`config.mk`:
```
export PLATFORM = sky130hd
export DESIGN_NAME = pc_unit_flat
export DESIGN_NICKNAME = d
export VERILOG_FILES = /design/src/rtl/pc_pkg.sv /design/src/rtl/pc_unit_if.sv /design/src/rtl/ras_stack.sv /design/src/rtl/pc_unit.sv /design/src/flat_wrapper.sv
export SDC_FILE = /design/constraint.sdc
export NUM_CORES = 1
export LEC_CHECK = 0
export BUFFER_PORTS_ARGS = -buffer_cell sky130_fd_sc_hd__clkbuf_2
export CAP_MARGIN = 20
export CORE_MARGIN = 2
export CORE_UTILIZATION = 40
export DETAILED_ROUTE_END_ITERATION = 16
export PLACE_DENSITY = 0.6
export SYNTH_ARGS = -nofsm -noshare
export SYNTH_HDL_FRONTEND = slang
export SYNTH_SLANG_ARGS = --single-unit
```
`constraint.sdc`:
```
create_clock -name clk -period 8.2 [get_ports clk]
set_input_delay 1.64 -clock clk [delete_from_list [all_inputs] [get_ports clk]]
set_output_delay 1.64 -clock clk [all_outputs]
set_load 0.005 [all_outputs]
```
`src/rtl/pc_pkg.sv`:
```
// Shared definitions for the program-counter unit: next-PC select encoding.
package pc_pkg;

   typedef logic [1:0] pc_sel_t;

   localparam pc_sel_t PC_SEL_INC = 2'b00;
   localparam pc_sel_t PC_SEL_ALU = 2'b01;
   localparam pc_sel_t PC_SEL_JMP = 2'b10;
   localparam pc_sel_t PC_SEL_RET = 2'b11;

endpackage

```
`src/rtl/pc_unit_if.sv`:
```
// Control-unit <-> PC-unit bundle: select/targets in, fetch address and RAS status out.
interface pc_unit_if #(
   parameter int unsigned WIDTH = 32
);
   import pc_pkg::*;

   logic             en;
   pc_sel_t          S_MXPC;
   logic             call;
   logic [WIDTH-1:0] in_ALU;
   logic [WIDTH-1:0] in_JMP;
   logic [WIDTH-1:0] pc;
   logic [WIDTH-1:0] pc_next;
   logic             ras_empty;
   logic             ras_full;
   logic             ras_underflow;

   modport master (
      output en, S_MXPC, call, in_ALU, in_JMP,
      input  pc, pc_next, ras_empty, ras_full, ras_underflow
   );

   modport slave (
      input  en, S_MXPC, call, in_ALU, in_JMP,
      output pc, pc_next, ras_empty, ras_full, ras_underflow
   );

endinterface

```
`src/rtl/ras_stack.sv`:
```
// Circular return-address stack: a push on a full stack silently replaces the oldest entry.
module ras_stack #(
   parameter int unsigned WIDTH = 32,
   parameter int unsigned DEPTH = 4
) (
   input  logic             clk,
   input  logic             rst_n,
   input  logic             push,
   input  logic             pop,
   input  logic [WIDTH-1:0] push_data,
   output logic [WIDTH-1:0] top,
   output logic             empty,
   output logic             full,
   output logic             underflow
);

   localparam int unsigned PtrW = $clog2(DEPTH);
   localparam int unsigned CntW = $clog2(DEPTH + 1);

   logic [WIDTH-1:0] mem_q [DEPTH];
   logic [PtrW-1:0]  ptr_q, ptr_d, top_idx;
   logic [CntW-1:0]  cnt_q, cnt_d;
   logic             uf_q, uf_d;

   // ptr_q addresses the next free slot; with a power-of-two depth it wraps onto the oldest.
   always_comb begin
      empty   = (cnt_q == '0);
      full    = (cnt_q == CntW'(DEPTH));
      top_idx = ptr_q - 1'b1;
      top     = mem_q[top_idx];
      ptr_d   = ptr_q;
      cnt_d   = cnt_q;
      uf_d    = uf_q;
      if (push) begin
         ptr_d = ptr_q + 1'b1;
         if (!full) begin
            cnt_d = cnt_q + 1'b1;
         end
      end else if (pop) begin
         if (empty) begin
            uf_d = 1'b1;
         end else begin
            ptr_d = top_idx;
            cnt_d = cnt_q - 1'b1;
         end
      end
   end

   always_ff @(posedge clk) begin
      if (!rst_n) begin
         ptr_q <= '0;
         cnt_q <= '0;
         uf_q  <= 1'b0;
      end else begin
         ptr_q <= ptr_d;
         cnt_q <= cnt_d;
         uf_q  <= uf_d;
      end
   end

   always_ff @(posedge clk) begin
      if (push) begin
         mem_q[ptr_q] <= push_data;
      end
   end

   assign underflow = uf_q;

endmodule

```
`src/rtl/pc_unit.sv`:
```
// Program counter with four-way next-PC select, stall and a return-address stack.
module pc_unit
   import pc_pkg::*;
#(
   parameter int unsigned     WIDTH     = 32,
   parameter logic [WIDTH-1:0] RESET_PC = '0,
   parameter int unsigned     STEP      = 1,
   parameter int unsigned     RAS_DEPTH = 4
) (
   input logic       clk,
   input logic       rst_n,
   pc_unit_if.slave  bus
);

   logic [WIDTH-1:0] pc_q;
   logic [WIDTH-1:0] pc_inc;
   logic [WIDTH-1:0] pc_nxt;
   logic [WIDTH-1:0] ras_top;
   logic             ras_empty;
   logic             ras_full;
   logic             ras_uf;
   logic             push;
   logic             pop;

   assign pc_inc = pc_q + WIDTH'(STEP);

   // A return on an empty stack falls through to the increment.
   always_comb begin
      pc_nxt = pc_inc;
      push   = 1'b0;
      pop    = 1'b0;
      unique case (bus.S_MXPC)
         PC_SEL_INC: pc_nxt = pc_inc;
         PC_SEL_ALU: begin
            pc_nxt = bus.in_ALU;
            push   = bus.en & bus.call;
         end
         PC_SEL_JMP: begin
            pc_nxt = bus.in_JMP;
            push   = bus.en & bus.call;
         end
         PC_SEL_RET: begin
            pc_nxt = ras_empty ? pc_inc : ras_top;
            pop    = bus.en;
         end
      endcase
   end

   always_ff @(posedge clk) begin
      if (!rst_n) begin
         pc_q <= RESET_PC;
      end else if (bus.en) begin
         pc_q <= pc_nxt;
      end
   end

   ras_stack #(
      .WIDTH (WIDTH),
      .DEPTH (RAS_DEPTH)
   ) u_ras (
      .clk       (clk),
      .rst_n     (rst_n),
      .push      (push),
      .pop       (pop),
      .push_data (pc_inc),
      .top       (ras_top),
      .empty     (ras_empty),
      .full      (ras_full),
      .underflow (ras_uf)
   );

   assign bus.pc            = pc_q;
   assign bus.pc_next       = pc_nxt;
   assign bus.ras_empty     = ras_empty;
   assign bus.ras_full      = ras_full;
   assign bus.ras_underflow = ras_uf;

endmodule

```
`src/flat_wrapper.sv`:
```
// flat-port wrapper written by rule: the top's interface ports become plain ports
module pc_unit_flat import pc_pkg::*;
#(
   parameter int unsigned     WIDTH     = 32,
   parameter logic [WIDTH-1:0] RESET_PC = '0,
   parameter int unsigned     STEP      = 1,
   parameter int unsigned     RAS_DEPTH = 4
)
  (clk, rst_n, bus_en, bus_S_MXPC, bus_call, bus_in_ALU, bus_in_JMP, bus_pc, bus_pc_next, bus_ras_empty, bus_ras_full, bus_ras_underflow);
  pc_unit_if #(.WIDTH(WIDTH)) bus_i ();
  input logic clk;
  input logic rst_n;
  input wire logic [$bits(bus_i.en)-1:0] bus_en;
  input wire logic [$bits(bus_i.S_MXPC)-1:0] bus_S_MXPC;
  input wire logic [$bits(bus_i.call)-1:0] bus_call;
  input wire logic [$bits(bus_i.in_ALU)-1:0] bus_in_ALU;
  input wire logic [$bits(bus_i.in_JMP)-1:0] bus_in_JMP;
  output wire logic [$bits(bus_i.pc)-1:0] bus_pc;
  output wire logic [$bits(bus_i.pc_next)-1:0] bus_pc_next;
  output wire logic [$bits(bus_i.ras_empty)-1:0] bus_ras_empty;
  output wire logic [$bits(bus_i.ras_full)-1:0] bus_ras_full;
  output wire logic [$bits(bus_i.ras_underflow)-1:0] bus_ras_underflow;
  assign bus_i.en = bus_en;
  assign bus_i.S_MXPC = bus_S_MXPC;
  assign bus_i.call = bus_call;
  assign bus_i.in_ALU = bus_in_ALU;
  assign bus_i.in_JMP = bus_in_JMP;
  assign bus_pc = bus_i.pc;
  assign bus_pc_next = bus_i.pc_next;
  assign bus_ras_empty = bus_i.ras_empty;
  assign bus_ras_full = bus_i.ras_full;
  assign bus_ras_underflow = bus_i.ras_underflow;
  pc_unit #(.WIDTH(WIDTH), .RESET_PC(RESET_PC), .STEP(STEP), .RAS_DEPTH(RAS_DEPTH)) u_core (.clk(clk), .rst_n(rst_n), .bus(bus_i));
endmodule
```
* Word-level counts from Yosys, hierarchy flattened
Memory sizes are Yosys's and may differ from the RTL's. Index checks and enable logic that the tools add are counted.
Word-level totals: register bits 38, memory bits (writable) 128, input port bits 70, logic and storage cells 38, memories 1
Memory list:
- u_core.u_ras.mem_q | depth 4, bits a word 32, rd ports 1, clocked after Yosys merged registers in 0, write ports 1, RTL line ras_stack.sv:20 | logic [WIDTH-1:0] mem_q [DEPTH];
Cells by class: add/subtract/negate cells 5, equality and inequality tests 6, muxes and demuxes 13, bitwise logic cells 2, reduce and logical (&&, ||, !) cells 7
Operators by type and width (number):
- 32-bit case mux with 4 select lines | 1
- 32-bit by 1-bit adder with 32-bit output, second input constant | 1
- 32-bit two-way mux | 1
- 3-bit two-way mux | 4
- 2-bit two-way mux | 3
- 3-bit AND reduction | 2
- 2-bit == test, second input constant | 2
- 1-bit two-way mux | 4
- 2-bit inequality test, second input constant | 2
- 3-bit by 1-bit adder with 3-bit output, second input constant | 1
- 3-bit == test, second input constant | 1
- 3-bit zero test | 1
- 3-bit by 1-bit subtractor with 3-bit output, second input constant | 1
- 2-bit by 1-bit adder with 2-bit output, second input constant | 1
- 2-bit by 1-bit == test with 1-bit output, second input constant | 1
- 2-bit zero test | 1
- 2-bit AND reduction | 1
- 2-bit nonzero test | 1
- 2-bit OR reduction | 1
- 2-bit by 1-bit subtractor with 2-bit output, second input constant | 1
- 1-bit bitwise AND | 1
- 1-bit inverter | 1

* Logic depth before layout (Yosys ltp)
Gate-level depths: netlist of the first run.
depth after elaboration 5, gate-level depth with buffers 10, gate-level depth less buffers 9

* Hierarchy
A second synthesis of the first run with hierarchy kept.
Second synthesis, totals: cells, all modules 680, area, all modules 8365.5 um^2
By module, submodules not included:
- ras_stack | instances 1, cells each 217, area each 5021.1 um^2, sequential area each 3963.8 um^2
- pc_unit | instances 1, cells each 463, area each 3344.5 um^2, sequential area each 640.6 um^2

* Worst setup path after synthesis of the first run
Ideal clock, no wire load.
path type input to output, start input port bus_S_MXPC[0], end output port bus_pc_next[23], arrival time 3.052 ns, path slack 3.508 ns, cell stages on the path 8, path through inv_1 ha_1 clkbuf_1 nor3_1 clkbuf_1 clkbuf_1 a21oi_1 nand3_1
On the way: word-level cells in the longest chain between the ends 2, elaborated cells between the ends (all ways) 5, those cells by class eq/ne (3); mux (1); reduce/logical (1)
Ends and longest elaborated chain:
- from (decl) | RTL line flat_wrapper.sv:14 | input wire logic [$bits(bus_i.S_MXPC)-1:0] bus_S_MXPC;
- 2-bit == test, or another cell as far along | RTL line pc_unit.sv:32 | unique case (bus.S_MXPC)
- 32-bit case mux with 4 select lines * | RTL line pc_unit.sv:32
- to (decl) | RTL line flat_wrapper.sv:19 | output wire logic [$bits(bus_i.pc_next)-1:0] bus_pc_next;
Every way passes the cells marked *; elsewhere a longest branch is shown, timed or not.

* Worst setup path in the final report of the first run
start input port bus_S_MXPC[0], end output port bus_pc_next[21]
Same word-level chain as after synthesis.

==> impl_summary.md, run 1 <==
CTS
The cell chosen for the clock root is sky130_fd_sc_hd__clkbuf_16. TritonCTS built the clock tree. The H-tree was split into 4 levels. At the later pin of the worst-skew pair, clock insertion delay measures 0.43 ns. The post-cts sizing count is 0. The number of sinks on the clock net is 166. The number of setup buffers added after CTS is 0.

Clock-pin slew was measured on the worst setup and hold paths at 0.07 ns. The clock passes through at most 2 buffers. TritonCTS created 17 clock buffers.

After clock tree synthesis, the flow added hold-fix buffers numbering 0.

Synthesis
The proportion of synthesized chip area in sequential cells is 58.6%. The net count after synthesis is 697. The area fraction in compound gates after synthesis is 13.8%. After synthesis the cells add up to 7860 um^2.

The register bit total from synthesis is 166. The main combinational cell family by area after synthesis is compound AO/OA/AOI/OAI gates. The fraction of the mapped netlist area in simple logic gates is 9.98%.

After Yosys synthesis, XOR and XNOR cells account for 3.01% of the synthesized area. The main flop type after synthesis is sky130_fd_sc_hd__edfxtp_1. The count of yosys warnings during synthesis is 0. The share of flip-flops with an asynchronous set or reset is 0%. In this run the mean area of a mapped cell was 12.7 um^2. The count of mapped cells out of synthesis is 617. Summing the areas of all fa, ha and maj instances in the mapped netlist gives 1.69% of the synthesized area. The number of synthesized flops with an enable pin is 128. Synthesis instantiated 57 different standard cells from the library. The portion of netlist area occupied by mux cells is 9.55%.

STA
The actual transition at the worst max-transition pin is 1.01 ns. In the finished design, the share of the clock period the worst path needs comes to 68.2%. Setup repair after global routing left no endpoint under its margin. The final worst hold slack is 0.512 ns. The total negative slack is 0 ns.

The final-report max-slew violation count is 0. The smallest clock period supported by the final layout is computed as 5.59 ns. The worst clock skew is 0.0107 ns. The count of endpoints failing setup in the final report is 0. In this run the tightest slew margin relative to its limit is 31.6%. The highest clock frequency the design can meet is 0.179 GHz. The final number of hold-violating endpoints came to 0.

The setup slack after layout is 2.61 ns.

Global route
The global-route total usage across every layer is 20.7%. The initial antenna violation count is 0. The first-pass GRT wire length is 31,900 um.

The total congestion overflow after global routing is 0. The pin count of the biggest net entering global routing is 56. The number of global-route vias before repair is 5,670.

Cells and area
The fraction of final layout cells with drive strength greater than 1 is 31.8%. After the flow finishes, the layout carries non-filler instances totaling 1,022. The area growth from synthesis to layout is 19.8%. With fillers left out, the area of the finished cells amounts to 9420 um^2.

The area occupied by registers is 4610 um^2. The filler cell count is 1,768. The number of nets in the final layout is 824. Once layout is complete, the utilization of the core stands at 48.5%. The library cell used most frequently in the layout, excluding fill and tap cells, is sky130_fd_sc_hd__clkbuf_2. In the layout the commonest cells are sky130_fd_sc_hd__clkbuf_2, sky130_fd_sc_hd__edfxtp_1, sky130_fd_sc_hd__o21ai_0, sky130_fd_sc_hd__dfxtp_1, sky130_fd_sc_hd__a21oi_1. The area used by multi-input combinational logic is 3000 um^2. The number of antenna diodes is 0.

Routing
The total detailed-routing wirelength is 20,900 um. The number of violations reported at the end of detailed-routing iteration 0 is 414. The number of vias in the routed layout is 5,711. After detailed routing, the number of remaining DRC violations is 0. In this run the remaining antenna-violating nets after routing total 0.

The total iterations of the first detailed-routing run is 5. Dividing the detail-routed wire length by the instance count gives 20.5 um. Using the TritonRoute via totals, the vias-per-cell ratio works out to 5.59.

Floorplan
The die height is 144 um. The floorplan step defined a die boundary enclosing 20,800 um^2. In this run the horizontal extent of the chip is 144 um. The core footprint is 19,400 um^2. The number of primary I/O pins is 137. The floorplan has 51 rows. Once the floorplan was initialized, standard cells occupied 40.5% of the core.

Worst setup path
The critical path starts at bus_S_MXPC[0]. The kind of critical path is in -> out. The endpoint arrival time on the critical path is 3.95 ns. For the worst flop-to-flop path, the logic depth is 6.

The reg-to-reg setup timing slack is 4.91 ns. The endpoint of the lowest-slack register-to-register path is u_core.bus.pc[8]. The capturing element of the worst setup path is bus_pc_next[21].

The largest fanout on the critical path is 20. At the worst endpoint, the required time is 6.56 ns. The endpoint class of the critical path is an output port. The type of origin of the critical path is an input port. In this run the critical register-to-register path is launched from u_core.u_ras.ptr_q[0].

Placed design
Once detailed placement completed, the half-perimeter wirelength came to 14,000 um. After detailed placement, the design holds a cell count of 990. Input and output buffers added on the ports amount to 136.

The area after detailed placement is 8820 um^2. Before CTS, the worst setup slack after placement is 2.63 ns. Routability-driven placement finished with a final weighted congestion of 0.880.

Pwr
For this design the ratio of total power to cell area is 217 nW/um^2. The static leakage power is 3.54 nW. The design draws 2.04 mW.

The worst-case vdd ir drop is 153 uV.

Hold path
The path class of the lowest-slack min-delay path is reg -> reg.

Job
The count of maximum capacitance violations is 0.

Status
The run finished with clean final reports.
[per-layer routing]
| metal | wire length, um | share of wire (%) | vias to the layer above | global-route usage (%) |
|---|---|---|---|---|
| met2 | 10800 | 51 | 164 | 35.6 |
| met4 | 455 | 2.2 | 0 | 7.61 |
| met5 | 0 | 0 | - | 0 |
| li1 | - | - | 2649 | - |
| met1 | 8740 | 42 | 2863 | 26.7 |
| met3 | 957 | 4.6 | 35 | 3.31 |
[power breakdown]
part	total, mW	switching (mW)	internal, mW
sequential	0.967	0.0295	0.937
combinational	0.280	0.160	0.120
clock	0.794	0.339	0.456
[synth_stat cells (6+ instances only)]
library cell	n	share of area (%)
sky130_fd_sc_hd__a21oi_1	34	2.2
sky130_fd_sc_hd__a22oi_1	29	2.8
sky130_fd_sc_hd__a31oi_1	12	0.96
sky130_fd_sc_hd__and2_1	9	0.72
sky130_fd_sc_hd__and3_1	7	0.56
sky130_fd_sc_hd__buf_1	7	0.33
sky130_fd_sc_hd__clkbuf_1	33	1.6
sky130_fd_sc_hd__dfxtp_1	38	9.7
sky130_fd_sc_hd__edfxtp_1	128	49
sky130_fd_sc_hd__ha_1	9	1.4
sky130_fd_sc_hd__inv_1	28	1.3
sky130_fd_sc_hd__mux4_2	32	9.2
sky130_fd_sc_hd__nand2_1	33	1.6
sky130_fd_sc_hd__nand3_1	20	1.3
sky130_fd_sc_hd__nand4_1	7	0.56
sky130_fd_sc_hd__nor2_1	32	1.5
sky130_fd_sc_hd__nor3_1	6	0.38
sky130_fd_sc_hd__nor4_1	8	0.64
sky130_fd_sc_hd__o21ai_0	38	2.4
sky130_fd_sc_hd__o21ba_2	8	1.0
sky130_fd_sc_hd__o221ai_1	6	0.67
sky130_fd_sc_hd__xnor2_1	18	2.0
sky130_fd_sc_hd__xor2_1	9	1.0
[how the worst min path moves through the flow]
| stage | from | to | slack (ns) | cells past startpoint |
|---|---|---|---|---|
| final | u_core.u_ras.underflow | u_core.u_ras.underflow | 0.51 | 2 |
| after global routing | u_core.u_ras.underflow | u_core.u_ras.underflow | 0.56 | 2 |
| after CTS | u_core.u_ras.underflow | u_core.u_ras.underflow | 0.51 | 2 |
| after detailed placement | u_core.u_ras.underflow | u_core.u_ras.underflow | 0.49 | 2 |
| after global placement | u_core.u_ras.underflow | u_core.u_ras.underflow | 0.48 | 2 |
| after floorplan | u_core.u_ras.underflow | u_core.u_ras.underflow | 0.48 | 2 |
[state kept, by name, indices dropped and copies added, names as in the netlist]
name and count:
u_core.bus.pc 32, u_core.u_ras.cnt_q 3, u_core.u_ras.mem_q 128, u_core.u_ras.ptr_q 2, u_core.u_ras.underflow 1
[worst max-delay path, cell delays in order]
cell                       delay (ns)
sky130_fd_sc_hd__clkbuf_2        0.10
sky130_fd_sc_hd__inv_1           0.08
sky130_fd_sc_hd__ha_1            0.73
sky130_fd_sc_hd__buf_4           0.39
sky130_fd_sc_hd__nor2_1          0.08
sky130_fd_sc_hd__buf_4           0.26
sky130_fd_sc_hd__nor4_1          0.36
sky130_fd_sc_hd__a21oi_1         0.11
sky130_fd_sc_hd__nand2_1         0.09
sky130_fd_sc_hd__clkbuf_2        0.11
[layout make-up]
type | instances | share of cell area, %
Sequential cell | 166 | 48.9
Clock inverter | 15 | 1.79
Timing Repair Buffer | 149 | 8.26
Multi-Input combinational cell | 381 | 31.8
Clock buffer | 17 | 4.52
Tap cell | 265 | 3.52
Inverter | 29 | 1.16
[cells by family after synthesis]
| logic type | count (synthesis) |
|---|---|
| AO/OA/AOI/OAI | 161 |
| XOR/XNOR | 27 |
| adder cells (fa/ha/maj) | 10 |
| buffers and inverters | 70 |
| flip-flops | 166 |
| multiplexers | 35 |
| AND/OR/NAND/NOR | 148 |
(Power assumes the default switching activity.)
==> inputs of run 2 (changes only) <==
==> constraint.sdc (replaced) <==
create_clock -name clk -period 5.6 [get_ports clk]
set_input_delay 1.12 -clock clk [delete_from_list [all_inputs] [get_ports clk]]
set_output_delay 1.12 -clock clk [all_outputs]
set_load 0.005 [all_outputs]
==> impl_summary.md, run 2 (synthesized netlist as in run 1, its figures left out) <==
Floorplan
The die covers 20,800 um^2. The number of primary I/O pins is 137. The placement row count is 51. The initial cell density of the core is 40.5%. In this run the horizontal extent of the chip is 144 um.

In this run the vertical extent of the chip is 144 um. The core footprint is 19,400 um^2.

Worst setup path
The launch instance of the worst register-to-register path is u_core.bus.pc[0]. In this run the worst setup path terminates at bus_pc_next[28]. STA classifies the critical path endpoint as an output port. The worst register-to-register path ends at u_core.bus.pc[28]. Data on the critical path arrives at its endpoint at 3.26 ns. For the worst flop-to-flop path, the logic depth is 6. In this run the register-to-register setup slack is 2.70 ns. Tracing the worst setup path back leads to its startpoint at u_core.bus.pc[0]. The required arrival time at the worst endpoint is 4.48 ns. The worst setup path is of the reg -> out kind. In this run the worst path has a maximum fanout of 8.

The worst setup path is launched from a flip-flop.

Routing
In the routed design, unresolved DRC markers number 0. The total detailed-routing wirelength is 21,300 um. Dividing the detail-routed wire length by the instance count gives 20.8 um. The number of nets still failing antenna checks after routing is 0. The number of violations reported at the end of detailed-routing iteration 0 is 512. The number of vias per cell after detailed routing is 5.63. The number of vias in the routed layout is 5,778. Before antenna repair, the detailed router went through 6 iterations.

Placed design
Buffers placed on the I/O ports in this run total 136. The cell total after placement is 994. Summed over all nets, the half-perimeter wirelength after detailed placement is 14,200 um. The congestion estimate from routability-driven global placement came to 0.816.

Status
The flow ran to the end, and the final reports show no timing, DRC or antenna violations.

CTS
TritonCTS created 17 clock buffers. Counting every sink on the clock net gives 166. The clock edge transition at the registers on the reported setup and hold paths is 0.06 ns. The worst-skew pair later-pin latency is 0.42 ns. The cell sitting at the root of the clock tree is a sky130_fd_sc_hd__clkbuf_16. TritonCTS built the clock tree. The clock tree synthesis step divided the H-tree into 4 levels. Once the clock tree was built, the resizer swapped 0 gates to a different size.

In this run the post-CTS setup repair buffer count came out at 0. The maximum count of clock buffers along a single path is 2. The hold buffer count at CTS is 0.

Job
Across the run, the number of max-cap violations was 0.

STA
The worst clock skew is 0.00984 ns. Setup violations remaining at the end of the flow were counted as 0. The final clock period utilization by the worst path is 78.3%. Setup repair after global routing left no endpoint under its margin. After layout, the minimum clock period comes to 4.38 ns. The final-report max-slew violation count is 0. Measured against its own limit, the worst slew margin works out to 30.5%. The total negative slack is 0 ns. For the pin with the worst max-slew slack, the measured transition is 1.03 ns. The highest clock frequency the design can meet is 0.228 GHz.

The final number of hold-violating endpoints is 0.

Cells and area
The number of flip-flops under the largest register name is 128. The register name with the most flops is u_core.u_ras.mem_q. The fraction of final layout cells with drive strength greater than 1 is 31.5%. For this run, the post-layout net count is 829. Across the whole layout, storage elements account for 4610 um^2. The multi-input combinational cells in the finished layout cover a total of 3000 um^2. The most common cell after layout, fill and taps aside is sky130_fd_sc_hd__clkbuf_2. After filler insertion, the fill cell instance count of the layout stands at 1,783. Leaving out fill and tap cells, the most frequent cells in the layout are sky130_fd_sc_hd__clkbuf_2, sky130_fd_sc_hd__edfxtp_1, sky130_fd_sc_hd__o21ai_0, sky130_fd_sc_hd__dfxtp_1, sky130_fd_sc_hd__a21oi_1. 0 antenna diodes ended up in the layout. Relative to the synthesized area, the layout overhead comes to 20.2%.

Excluding fillers, the count of instances in the completed layout stands at 1,027.

Pwr
The static leakage power is 3.57 nW. The worst-case vdd ir drop is 218 uV. Dividing total power by cell area gives a power density of 315 nW/um^2.

Hold path
The worst hold path was traced through 2 stages. In this run the worst hold path is classified as reg -> reg.

Global route
The first global-routing pass estimated 32,400 um of wire. The pin count of the biggest net entering global routing is 55. The initial antenna violation count was 0. The number of global-route vias before repair was 5,651. For this run the aggregate overflow at the end of global routing stands at 0.

The global-route total usage across every layer is 21.0%.
run 2: cell types whose count changed in the layout (fill, tap and decap cells not counted), sizes merged:
cell / before / now
clkbuf: 153 / 156
clkinv: 7 / 9
bufinv: 2 / 3
inv: 34 / 28
buf: 13 / 18
run 2: critical path, cell delays in order, from the launching register on:
cell	delay, ns
sky130_fd_sc_hd__dfxtp_1	0.43
sky130_fd_sc_hd__ha_1	0.24
sky130_fd_sc_hd__nand3_2	0.21
sky130_fd_sc_hd__or4_1	0.79
sky130_fd_sc_hd__or4_4	0.61
sky130_fd_sc_hd__or3_4	0.35
sky130_fd_sc_hd__nand3_1	0.09
sky130_fd_sc_hd__clkbuf_2	0.12
run 2: routing by layer:
metal	up-vias	GRT usage, %	share of wire (%)
li1	2655	-	-
met1	2905	27.4	42
met2	195	36.3	51
met3	23	2.88	5.1
met4	0	7.26	1.5
met5	-	0	0
run 2: metrics by stage:
step                hold WS, ns  area [um^2]  util, %  power (mW)  setup WS [ns]
finish                    0.510         9450     48.7        2.97           1.22
global route              0.531         9450     48.7        3.08           1.10
CTS                       0.510         9420     48.6        2.99           1.17
detailed placement        0.488         8850     45.6        1.86           1.34
global placement          0.485         8850     45.6        1.85           1.37
floorplan                 0.482         7860        -        1.68           1.55
run 2: layout make-up:
class	instances	share of cell area [%]
clock inverter	12	1.43
sequential	166	48.7
clock buffer	20	4.62
multi-input combinational	381	31.7
tap	265	3.51
inverter	29	1.15
timing repair buffer	154	8.84
run 2: power breakdown:
part / leakage (nW) / internal [mW] / switching [mW] / total (mW)
registers: 1.49 / 1.37 / 0.0434 / 1.42
logic: 1.79 / 0.180 / 0.235 / 0.415
clock network: 0.282 / 0.693 / 0.448 / 1.14
run 2: worst min-delay path by stage:
stage / from / endpoint / slack, ns
floorplan: u_core.u_ras.underflow / u_core.u_ras.underflow / 0.48
global placement: u_core.u_ras.underflow / u_core.u_ras.underflow / 0.49
detailed placement: u_core.u_ras.underflow / u_core.u_ras.underflow / 0.49
CTS: u_core.u_ras.underflow / u_core.u_ras.underflow / 0.51
global route: u_core.u_ras.underflow / u_core.u_ras.underflow / 0.53
finish: u_core.u_ras.underflow / u_core.u_ras.underflow / 0.51
==> inputs of run 3 (changes only) <==
==> constraint.sdc (replaced) <==
create_clock -name clk -period 4.1 [get_ports clk]
set_input_delay 0.82 -clock clk [delete_from_list [all_inputs] [get_ports clk]]
set_output_delay 0.82 -clock clk [all_outputs]
set_load 0.005 [all_outputs]
==> impl_summary.md, run 3 (synthesized netlist as in run 1, its figures left out) <==
STA
Of the available clock period, the critical path in the final layout requires 94.6%. The final-report max-slew violation count is 0. Clock skew on the completed layout was measured at 0.00672 ns. The final number of hold-violating endpoints came to 0.

The final critical-path required period is 3.88 ns. The total negative slack is 0 ns. Setup violations remaining at the end of the flow were counted as 0. Setup repair after global routing left no endpoint under its margin. Timing would allow up to 0.258 GHz. The normalized max-slew margin is 44.3%. The actual transition at the worst max-transition pin is 0.835 ns.

Placed design
The count of buffers added on input and output ports is 136. The placer congestion estimate is 0.903. Once placement finished, the instance area stood at 8860 um^2.

The cell total after placement is 993. Detailed placement ended at an HPWL of 13,900 um.

Worst setup path
The kind of critical path is reg -> out. The signal on the critical path passes through ha_1 -> nand3_2 -> or4_4 -> or4_4 -> or3_4 -> nand3_1 -> clkbuf_2. The master of the slowest instance on the critical path is sky130_fd_sc_hd__or4_4. The most numerous cell on the critical path is sky130_fd_sc_hd__or4_4.

Together, buffers and inverters on the worst path number 1. Broken down by cell family, the worst path's largest delay share belongs to simple AND/OR/NAND/NOR gates. Data on the critical path is required at its endpoint by 3.28 ns. In this run the register-to-register setup slack is 1.41 ns.

STA puts the critical path data arrival time at 3.06 ns. STA classifies the critical path startpoint as a flip-flop. Of all nets on the critical path, the largest fanout is 8. The endpoint class of the critical path is an output port.

For this run, the slowest stage of the critical path takes 0.66 ns.

Cells and area
Leaving out fill and tap cells, the most frequent cells in the layout are sky130_fd_sc_hd__clkbuf_2, sky130_fd_sc_hd__edfxtp_1, sky130_fd_sc_hd__o21ai_0, sky130_fd_sc_hd__dfxtp_1, sky130_fd_sc_hd__a21oi_1. In the final layout, the share of cells above drive strength 1 is 31.4%. The final cell count without fillers is 1,026. Leaving out fill and tap cells, the most frequent cell in the layout is sky130_fd_sc_hd__clkbuf_2. The signed area change from the synthesized netlist to the final layout is 19.8%. The register with the most flip-flops in the layout has 128 of them. Cells fill 48.5% of the core in the end. In the final design database the tool counted 828 nets.

The repair_antennas step left the layout with diodes totalling 0. The final cell area excluding filler cells is 9420 um^2. Ranked by flip-flop count, first place goes to u_core.u_ras.mem_q.

Routing
The number of vias in the routed layout is 5,735. Summed over all layers, the routed wires come to 20,800 um. The per-cell routed wire length is 20.3 um. After detailed routing, the number of remaining DRC violations is 0. The count of nets left with antenna violations once routing finished came out at 0. The number of vias per cell after detailed routing is 5.59. The detailed router finished its first iteration with 409 violations.

The total iterations of the first detailed-routing run is 5.

CTS
The worst-skew pair later-pin latency is 0.42 ns. The maximum count of clock buffers along a single path is 2. The number of sinks on the clock net is 166.

The cell chosen for the clock root is sky130_fd_sc_hd__clkbuf_16. TritonCTS built the clock tree. The depth of the CTS H-tree is 4.

The clock edge transition at the registers on the reported setup and hold paths is 0.06 ns. The TritonCTS buffer count is 17. The post-CTS repair timing setup buffer count is 0.

Hold path
The min-delay analysis places its worst path in the category reg -> reg.

Pwr
The total power draw is 3.99 mW. VDD sags by at most 300 uV. Dividing total power by cell area gives a power density of 424 nW/um^2.

For this design the static power due to leakage is 3.54 nW.

Global route
Entering global routing, the biggest net connects 55 pins. Global routing used 20.3% of the available tracks. The initial antenna violation count came to 0. The number of global-route vias before repair was 5,619. The first global-routing pass estimated 31,200 um of wire. The total congestion overflow after global routing is 0.

Floorplan
The core region is 19,400 um^2. The die is 144 um tall. The die is 144 um wide.

In this run the count of I/O pins placed on the die edge is 137. The initial cell density of the core is 40.5%. The floorplan die area is 20,800 um^2. Row generation in the floorplan step produced 51 rows.

Status
The run finished with clean final reports.

Job
Max-cap violations in this run came to 0.
run 3: cell count changes in the layout (fill, tap and decap cells not counted), sizes merged:
cell / before / now
clkinvlp: 1 / 3
buf: 18 / 16
clkinv: 9 / 6
clkbuf: 156 / 159
bufinv: 3 / 2
run 3: timing repair:
item | 4_1_cts | 5_1_grt
gates resized for setup | 0 | 1
hold buffers | 0 | 0
setup endpoints to repair | 0 | 1
run 3: per-stage QoR:
stage	hold slack (ns)	worst slack, ns
detailed placement	0.499	0.525
floorplan	0.482	0.345
CTS	0.515	0.0723
global route	0.533	0.109
finish	0.506	0.220
global placement	0.494	0.575
run 3: where the power goes:
part / internal, mW / total (mW) / leakage (nW) / switching (mW)
registers: 1.88 / 1.93 / 1.49 / 0.0565
logic: 0.245 / 0.566 / 1.78 / 0.321
clock network: 0.889 / 1.49 / 0.261 / 0.603
run 3: worst reg2reg max path: stages, from the launching register on:
cell                      delay [ns]
sky130_fd_sc_hd__dfxtp_1        0.42
sky130_fd_sc_hd__ha_1           0.23
sky130_fd_sc_hd__nand3_2        0.19
sky130_fd_sc_hd__or4_4          0.66
sky130_fd_sc_hd__or4_4          0.57
sky130_fd_sc_hd__or3_4          0.35
sky130_fd_sc_hd__a41oi_2        0.19
run 3: cell type report:
cell class	count	area (um^2)
fill	1771	9980
sequential	166	4610
multi-input combinational	381	3000
timing repair buffer	153	818
clock buffer	22	444
tap	265	332
inverter	29	109
clock inverter	10	106
run 3: path summary, 6_finish.rpt:
| check | cells after the start | from | endpoint |
|---|---|---|---|
| setup / recovery | 7 | u_core.bus.pc[0] | bus_pc_next[28] |
| hold / removal | 2 | u_core.u_ras.underflow | u_core.u_ras.underflow |
| setup reg to reg | 6 | u_core.bus.pc[0] | u_core.bus.pc[28] |
| hold reg to reg | 2 | u_core.u_ras.underflow | u_core.u_ras.underflow |
run 3: metal layers:
metal,share of wire [%],global-route usage (%)
met4,2.3,7.46
met5,0,0
met2,51,35.1
met3,5.0,3.21
met1,42,25.9
